$ cat src/rtl/gray_pointer_source_pkg.sv
// Shared constants for the Gray-coded pointer source.
//
// Holds the default storage address width used by gray_pointer_source. The
// pointer width is derived locally inside the top module (address bits plus a
// wrap bit), so nothing width-dependent lives here.
package gray_pointer_source_pkg;

  // Default number of storage address bits; depth is 2**DefaultAddrWidth.
  localparam int unsigned DefaultAddrWidth = 4;

  // Minimum address width the full-flag comparison supports. It needs at
  // least one address bit so that the two pointer MSBs are distinct bits.
  localparam int unsigned MinAddrWidth = 1;

endpackage : gray_pointer_source_pkg

$ cat src/rtl/gray_pointer_source_gray_code.sv
// Binary <-> Gray code converter (purely combinational).
//
// Parameters:
//   WIDTH   - number of bits converted.
//   INVERT  - 0: encode binary to Gray; 1: decode Gray to binary.
// Ports:
//   data_in   input  WIDTH  value to convert
//   data_out  output WIDTH  converted value
module gray_code #(
  parameter int unsigned WIDTH  = 4,
  parameter bit          INVERT = 1'b0
) (
  input  logic [WIDTH-1:0] data_in,
  output logic [WIDTH-1:0] data_out
);

  if (!INVERT) begin : g_encode
    // Each Gray bit is the XOR of a binary bit and its upper neighbour.
    assign data_out = data_in ^ (data_in >> 1);
  end else begin : g_decode
    // Each binary bit is the XOR-reduction of all Gray bits at or above it.
    always_comb begin
      data_out = '0;
      for (int i = 0; i < int'(WIDTH); i++) begin
        data_out[i] = ^(data_in >> i);
      end
    end
  end

endmodule : gray_code

$ cat src/rtl/gray_pointer_source.sv
// Write-side pointer of a dual-clock FIFO.
//
// Keeps a binary write pointer with one wrap bit above the storage address,
// publishes it in Gray code from a flop for a destination-side synchronizer,
// and derives a registered full flag and a conservative occupancy from the
// consumer's Gray pointer (already synchronized into source_clock).
//
// Parameters:
//   ADDR_WIDTH  storage address bits; depth = 2**ADDR_WIDTH
// Ports:
//   source_clock         input   1          sole clock, rising edge
//   reset                input   1          synchronous reset, active-high
//   push_valid           input   1          producer requests one entry
//   push_ready           output  1          entry can be accepted this cycle
//   remote_gray_pointer  input   PTR_WIDTH  consumer Gray pointer (synchronized)
//   gray_pointer         output  PTR_WIDTH  registered Gray local pointer
//   write_address        output  ADDR_WIDTH storage address of next write
//   full                 output  1          registered full flag
//   level                output  PTR_WIDTH  registered conservative occupancy
module gray_pointer_source
  import gray_pointer_source_pkg::*;
#(
  parameter int unsigned ADDR_WIDTH = DefaultAddrWidth,
  localparam int unsigned PTR_WIDTH = ADDR_WIDTH + 1
) (
  input  logic                  source_clock,
  input  logic                  reset,
  input  logic                  push_valid,
  output logic                  push_ready,
  input  logic [PTR_WIDTH-1:0]  remote_gray_pointer,
  output logic [PTR_WIDTH-1:0]  gray_pointer,
  output logic [ADDR_WIDTH-1:0] write_address,
  output logic                  full,
  output logic [PTR_WIDTH-1:0]  level
);

  // The two MSBs of a Gray pointer one full lap ahead differ from the
  // consumer's; all lower bits match. Built by shifting so it stays legal
  // down to a single address bit.
  localparam logic [PTR_WIDTH-1:0] FullMask = PTR_WIDTH'(2'b11) << (PTR_WIDTH - 2);

  logic [PTR_WIDTH-1:0] bin_q, bin_d;
  logic [PTR_WIDTH-1:0] gray_q, gray_d;
  logic [PTR_WIDTH-1:0] level_q, level_d;
  logic                 full_q, full_d;
  logic [PTR_WIDTH-1:0] remote_bin;
  logic                 push_accept;

  // Elaboration-time guard against widths the full comparison cannot handle.
  if (ADDR_WIDTH < MinAddrWidth) begin : g_bad_width
    $error("gray_pointer_source: ADDR_WIDTH must be at least 1");
  end

  assign push_ready  = !full_q;
  assign push_accept = push_valid && push_ready;

  // Next binary pointer wraps naturally at 2**PTR_WIDTH.
  assign bin_d = bin_q + {{(PTR_WIDTH-1){1'b0}}, push_accept};

  gray_code #(
    .WIDTH  (PTR_WIDTH),
    .INVERT (1'b0)
  ) u_encode (
    .data_in  (bin_d),
    .data_out (gray_d)
  );

  gray_code #(
    .WIDTH  (PTR_WIDTH),
    .INVERT (1'b1)
  ) u_decode (
    .data_in  (remote_gray_pointer),
    .data_out (remote_bin)
  );

  // Both flags are computed from the next local pointer so they are exact for
  // the registered state; the remote view may lag, which only overstates level.
  always_comb begin
    full_d  = ((gray_d ^ remote_gray_pointer) == FullMask);
    level_d = bin_d - remote_bin;
  end

  always_ff @(posedge source_clock) begin
    if (reset) begin
      bin_q   <= '0;
      gray_q  <= '0;
      level_q <= '0;
      full_q  <= 1'b0;
    end else begin
      bin_q   <= bin_d;
      gray_q  <= gray_d;
      level_q <= level_d;
      full_q  <= full_d;
    end
  end

  assign gray_pointer  = gray_q;
  assign write_address = bin_q[ADDR_WIDTH-1:0];
  assign full          = full_q;
  assign level         = level_q;

endmodule : gray_pointer_source

$ cat config.mk
export PLATFORM = sky130hd
export DESIGN_NAME = gray_pointer_source
export DESIGN_NICKNAME = d
export VERILOG_FILES = /design/src/rtl/gray_pointer_source_pkg.sv /design/src/rtl/gray_pointer_source_gray_code.sv /design/src/rtl/gray_pointer_source.sv
export SDC_FILE = /design/constraint.sdc
export NUM_CORES = 1
export LEC_CHECK = 0
export CAP_MARGIN = 15
export CORE_MARGIN = 8
export CORE_UTILIZATION = 48
export DETAILED_ROUTE_END_ITERATION = 6
export PLACE_DENSITY_LB_ADDON = 0.12
export SYNTH_ARGS = -nofsm -noshare
export SYNTH_HDL_FRONTEND = slang
export SYNTH_SLANG_ARGS = --single-unit
$ cat constraint.sdc
create_clock -name source_clock -period 6.7 [get_ports source_clock]
set_input_delay 0.67 -clock source_clock [delete_from_list [all_inputs] [get_ports source_clock]]
set_output_delay 0.67 -clock source_clock [all_outputs]
set_load 0.005 [all_outputs]
Word level (Yosys, flattened, before mapping)
Cells that the tools add are included.
Cells by class
  add/sub/neg operators: 2
  equality and inequality tests: 1
  bitwise operators: 2
  reduce and logical (&&, ||, !) cells: 7
Operator list (number)
  5-bit XOR reduction: 5
  5-bit by 1-bit adder with 5-bit output: 1
  5-bit == test (second input constant): 1
  5-bit subtractor: 1
  5-bit by 4-bit XOR with 5-bit output: 1
  5-bit XOR: 1
  1-bit logical AND: 1
  1-bit logical NOT: 1
Word-level totals
  bits in registers: 16
  input port bits: 8
  output and inout bits: 16
  word-level logic and storage cells: 16

Longest topological paths before layout
  depth in word-level cells: 6
  mapped depth: 11
  mapped depth without buffers: 11

By module
From an unflattened synthesis, not the netlist that was laid out.
Second synthesis, totals
  cell total of the unflattened synthesis: 84
  area, all modules: 862.1 um^2
Modules (own cells, without submodules)
  gray_pointer_source: times used 1, cells an instance 74, area an instance 745.7 um^2, seq. area each 320.3 um^2
  gray_code (u_decode): times used 1, cells an instance 5, area an instance 73.8 um^2, seq. area each 0.0 um^2
  gray_code (u_encode): times used 1, cells an instance 5, area an instance 42.5 um^2, seq. area each 0.0 um^2

Least setup slack after synthesis
No wires, ideal clock.
  kind: input to register
  from: input push_valid
  to: register level_q[3], in the netlist level[3]
  setup time: 0.128 ns
  data arrival time: 2.547 ns
  data required time: 6.572 ns
  path slack: 4.026 ns
  stages on the path: 11
  buffers on the path: 0
  cell sequence: nor2b_1 -> ha_1 -> ha_1 -> xnor2_1 -> inv_1 -> ha_1 -> a21oi_1 -> nand4b_1 -> o211ai_1 -> xnor2_1 -> nor2_1
Between the ends
  word-level cells in the longest chain between the ends: 3
Ends and longest elaborated chain
  start, declared: line gray_pointer_source.sv:28  | input logic push_valid,
  1-bit logical AND: line gray_pointer_source.sv:55  | assign push_accept = push_valid && push_ready;
  5-bit by 1-bit adder with 5-bit output: line gray_pointer_source.sv:58  | assign bin_d = bin_q + {{(PTR_WIDTH-1){1'b0}}, push_accept};
  named net bin_d[2]: line gray_pointer_source.sv:42  | logic [PTR_WIDTH-1:0] bin_q, bin_d;
  5-bit subtractor: line gray_pointer_source.sv:80  | level_d = bin_d - remote_bin;
  end signal, assigned: line gray_pointer_source.sv:92  | level_q <= level_d;
  end, declared: line gray_pointer_source.sv:44  | logic [PTR_WIDTH-1:0] level_q, level_d;
The timed path passes the listed nets, and every way through them passes these cells.
A chain may end at the register's enable or synchronous reset.

Final worst setup path
  from: input remote_gray_pointer[3]
  to: register level_q[4], in the netlist level[4]
Between the ends
  word-level cells in the longest chain between the ends: 2
  elaborated cells on any way between the ends: 5
Ends and longest elaborated chain
  start, declared: line gray_pointer_source.sv:30  | input logic [PTR_WIDTH-1:0] remote_gray_pointer,
  5-bit XOR reduction: line gray_pointer_source_gray_code.sv:25  | data_out[i] = ^(data_in >> i);
  5-bit subtractor (*): line gray_pointer_source.sv:80
Mark *: on every way between the ends. The rest lies on a longest branch, timed or not.

==> impl_metrics.prom <==
# TYPE chip_impl_metric gauge
chip_impl_metric{name="finalWeightedCongestion",unit=""} 0.863
chip_impl_metric{name="drt_pass1_iterations",unit=""} 4
chip_impl_metric{name="placeableCoreArea",unit="um^2"} 1520
chip_impl_metric{name="rrSetupSlack",unit="ns"} 4.10
chip_impl_metric{name="pwr-share-seq",unit="%"} 43.6
chip_impl_metric{name="worst_ep_arrival_time",unit="ns"} 3.31
chip_impl_metric{name="die_height",unit="um"} 56.7
chip_impl_metric{name="p_sw",unit="mW"} 0.0686
chip_impl_metric{name="grt_remaining_overflow",unit=""} 0
chip_impl_metric{name="first_global_vias",unit=""} 682
chip_impl_metric{name="finalCritPeriodShare",unit="%"} 47.1
chip_impl_metric{name="detail_route.iter0.violations",unit=""} 13
chip_impl_metric{name="grt_max_degree",unit=""} 16
chip_impl_metric{name="synthDistinctLibCells",unit=""} 27
chip_impl_metric{name="detailroute.via_count",unit=""} 661
chip_impl_metric{name="hold_viol_final",unit=""} 0
chip_impl_metric{name="max-vdd-ir-drop",unit="V"} 0.000144
chip_impl_info{name="leading_cell_type_in_the_layout_fill_and_taps_excluded",value="clkdlybuf4s50_1"} 1
chip_impl_metric{name="syn-cell-area",unit="um^2"} 796
chip_impl_info{name="crit_path_top_delay_cell",value="clkdlybuf4s50_1"} 1
chip_impl_metric{name="cts.path.max_buffers",unit=""} 2
chip_impl_metric{name="comb_power_share",unit="%"} 34.5
chip_impl_metric{name="number_of_buffers_added_by_the_clock_tree_synthesis_step",unit=""} 3
chip_impl_metric{name="num_rows",unit=""} 14
chip_impl_metric{name="place.port_buffers",unit=""} 23
chip_impl_metric{name="num_io_pins",unit=""} 24
chip_impl_metric{name="critical_path.max_stage_delay",unit="ns"} 0.55
chip_impl_metric{name="timing.final.ws_setup",unit="ns"} 3.54
chip_impl_metric{name="detail_route.drc_violations",unit=""} 0
chip_impl_metric{name="drt.antenna.violating_nets",unit=""} 0
chip_impl_metric{name="final-seq-area",unit="um^2"} 300
chip_impl_metric{name="timing.final.crit_period",unit="ns"} 3.16
chip_impl_metric{name="avgRoutedWirePerCell",unit="um"} 13.8
chip_impl_info{name="criticalPathCategory",value="input port to flip-flop"} 1
chip_impl_metric{name="hpwl",unit="um"} 1410
chip_impl_metric{name="data_required_time_of_the_worst_path",unit="ns"} 6.85
chip_impl_metric{name="first_pass_grt_wire_length",unit="um"} 3060
chip_impl_metric{name="max_fanout_on_critical_path",unit=""} 3
chip_impl_metric{name="fillerInstances",unit=""} 110
chip_impl_metric{name="clock_power_share",unit="%"} 21.9
chip_impl_metric{name="synth_cells",unit=""} 84
chip_impl_info{name="clock_tree_from_tritoncts",value="yes"} 1
chip_impl_metric{name="insertedDiodeCount",unit=""} 0
chip_impl_info{name="crit_path_end_kind",value="flip-flop"} 1
chip_impl_metric{name="final_layout_size_suffix_gt1_share",unit="%"} 5.45
chip_impl_info{name="worstHoldPathType",value="flip-flop to flip-flop"} 1
chip_impl_metric{name="avgSynthCellArea",unit="um^2"} 9.47
chip_impl_metric{name="worst_pin_slew",unit="ns"} 0.536
chip_impl_metric{name="synth_nets",unit=""} 98
chip_impl_metric{name="final_max_slew_viol_count",unit=""} 0
chip_impl_metric{name="die-area",unit="um^2"} 3220
chip_impl_metric{name="sequential_to_total_area_share_from_yosys_stat",unit="%"} 37.7
chip_impl_metric{name="hold_ws",unit="ns"} 0.635
chip_impl_metric{name="antenna_found_initial",unit=""} 0
chip_impl_metric{name="net_sw_share",unit="%"} 28.9
chip_impl_metric{name="cell_internal_power",unit="mW"} 0.168
chip_impl_metric{name="synth_to_final_area_change",unit="%"} 34.3
chip_impl_metric{name="initial_core_util",unit="%"} 52.2
chip_impl_metric{name="cts_hold_repair.buffers",unit=""} 0
chip_impl_metric{name="setup_tns",unit="ns"} 0
chip_impl_info{name="setup_repair_after_global_routing_missed_its_margin",value="no"} 1
chip_impl_info{name="path_cells",value="clkdlybuf4s50_1 > xor2_1 > xnor2_1 > xor2_1 > xnor2_1 > ha_1 > fa_1 > o311ai_1 > or3_1 > a21oi_1"} 1
chip_impl_metric{name="clkSinkCount",unit=""} 15
chip_impl_info{name="run_status",value="completed"} 1
chip_impl_metric{name="area_taken_by_multi_input_logic_gates",unit="um^2"} 473
chip_impl_metric{name="pre_cts_ws",unit="ns"} 3.26
chip_impl_metric{name="cts_resized",unit=""} 0
chip_impl_metric{name="finalSetupViolations",unit=""} 0
chip_impl_metric{name="viasPerCell",unit=""} 5.25
chip_impl_info{name="layout.cells.most_common_list",value="clkdlybuf4s50_1, nor2_1, dfxtp_1, xnor2_1"} 1
chip_impl_metric{name="finalNetCount",unit=""} 125
chip_impl_metric{name="routed_wl",unit="um"} 1740
chip_impl_metric{name="number_of_h_tree_levels",unit=""} 1
chip_impl_metric{name="timing.max_slew.rel_slack",unit="%"} 64.2
chip_impl_info{name="root_buffer",value="clkbuf_4"} 1
chip_impl_metric{name="yosys_register_bits",unit=""} 15
chip_impl_metric{name="grtUsageTotal",unit="%"} 11.6
chip_impl_metric{name="power.leakage",unit="nW"} 0.431
chip_impl_metric{name="post_route_skew",unit="ns"} 0.00119
chip_impl_metric{name="max-cap-violations",unit=""} 0
chip_impl_metric{name="floorplan_die_width",unit="um"} 56.7
chip_impl_metric{name="power_density_relative_to_cell_area",unit="nW/um^2"} 222
chip_impl_metric{name="clk_transition_reported_paths",unit="ns"} 0.09
chip_impl_metric{name="maxClockFrequency",unit="MHz"} 317
chip_impl_metric{name="yosysWarnings",unit=""} 0
chip_impl_info{name="worstSetupStartpointType",value="input port"} 1
chip_impl_metric{name="cts_post_setup_buffers_inserted",unit=""} 0
chip_impl_metric{name="clk-insertion-delay-late",unit="ns"} 0.28
==> layer usage <==
layer  global-route usage, %  part of all wire, %
met3                    4.04                  6.8
met4                    6.19                  1.8
met1                    12.5                   42
met5                       0                    0
met2                    19.4                   49
==> power groups by stage <==
stage               clock network (mW)  logic [mW]  registers (mW)
floorplan                            0      0.0448           0.106
global placement                     0      0.0818           0.105
detailed placement                   0      0.0820           0.105
CTS                             0.0531      0.0825           0.103
global route                    0.0567      0.0915           0.104
finish                          0.0519      0.0818           0.103
==> metrics by stage <==
stage	power, mW	cells	area [um^2]	utilization, %
2_1_floorplan	0.151	84	796	-
3_3_place_gp	0.186	122	1040	68.4
3_5_place_dp	0.187	122	1040	68.4
4_1_cts	0.239	126	1070	70.1
5_1_grt	0.253	126	1070	70.1
6_report	0.237	126	1070	70.1
==> cell type report <==
type	count	share of cell area, %
Timing Repair Buffer	23	21.5
Inverter	5	1.76
Tap cell	16	1.87
Sequential cell	15	28.1
Clock buffer	4	2.46
Multi-Input combinational cell	63	44.3
==> logic make-up after synthesis <==
family / synth area share, %
AND/OR/NAND/NOR: 18.9
XOR/XNOR: 23.4
flip-flops: 37.7
AO/OA/AOI/OAI: 5.50
buffers and inverters: 2.83
adder cells (fa/ha/maj): 10.4
multiplexers: 1.26
==> worst max-delay path, delay by kind of cell <==
family	cells	cell delay, ns
adder cells (fa/ha/maj)	2	0.66
XOR/XNOR	4	0.88
AO/OA/AOI/OAI	2	0.39
buffers and inverters	1	0.55
AND/OR/NAND/NOR	1	0.15
==> final timing paths <==
kind | from | endpoint | depth (start not counted)
setup / recovery | remote_gray_pointer[3] | level[4] | 10
hold / removal | bin_q[4] | bin_q[4] | 2
setup reg to reg | full | level[3] | 11
hold reg to reg | bin_q[4] | bin_q[4] | 2
==> sequential cells by signal, summed over array words and instances, names as in the netlist <==
signal / count
bin_q: 5
level: 5
gray_pointer: 4
full: 1
==> synthesized netlist by cell type <==
library cell	n	share of area [%]
a21oi_1	3	1.9
and2_2	1	0.94
and3_1	1	0.79
clkbuf_1	1	0.47
dfxtp_1	15	38
fa_1	1	2.5
ha_1	5	7.9
inv_1	5	2.4
mux2i_1	1	1.3
nand2_1	3	1.4
nand2b_1	1	0.79
nand3_1	3	1.9
nand3b_1	1	0.94
nand4b_1	1	1.1
nor2_1	15	7.1
nor2b_1	1	0.79
nor3_1	2	1.3
nor4b_1	1	1.1
o211ai_1	1	0.94
o21a_1	1	0.94
o21ai_0	1	0.63
o311ai_1	1	1.1
or3_1	1	0.79
xnor2_1	11	12
xnor3_1	1	2.8
xor2_1	4	4.4
xor2_2	2	4.1
(Power assumes the default switching activity.)
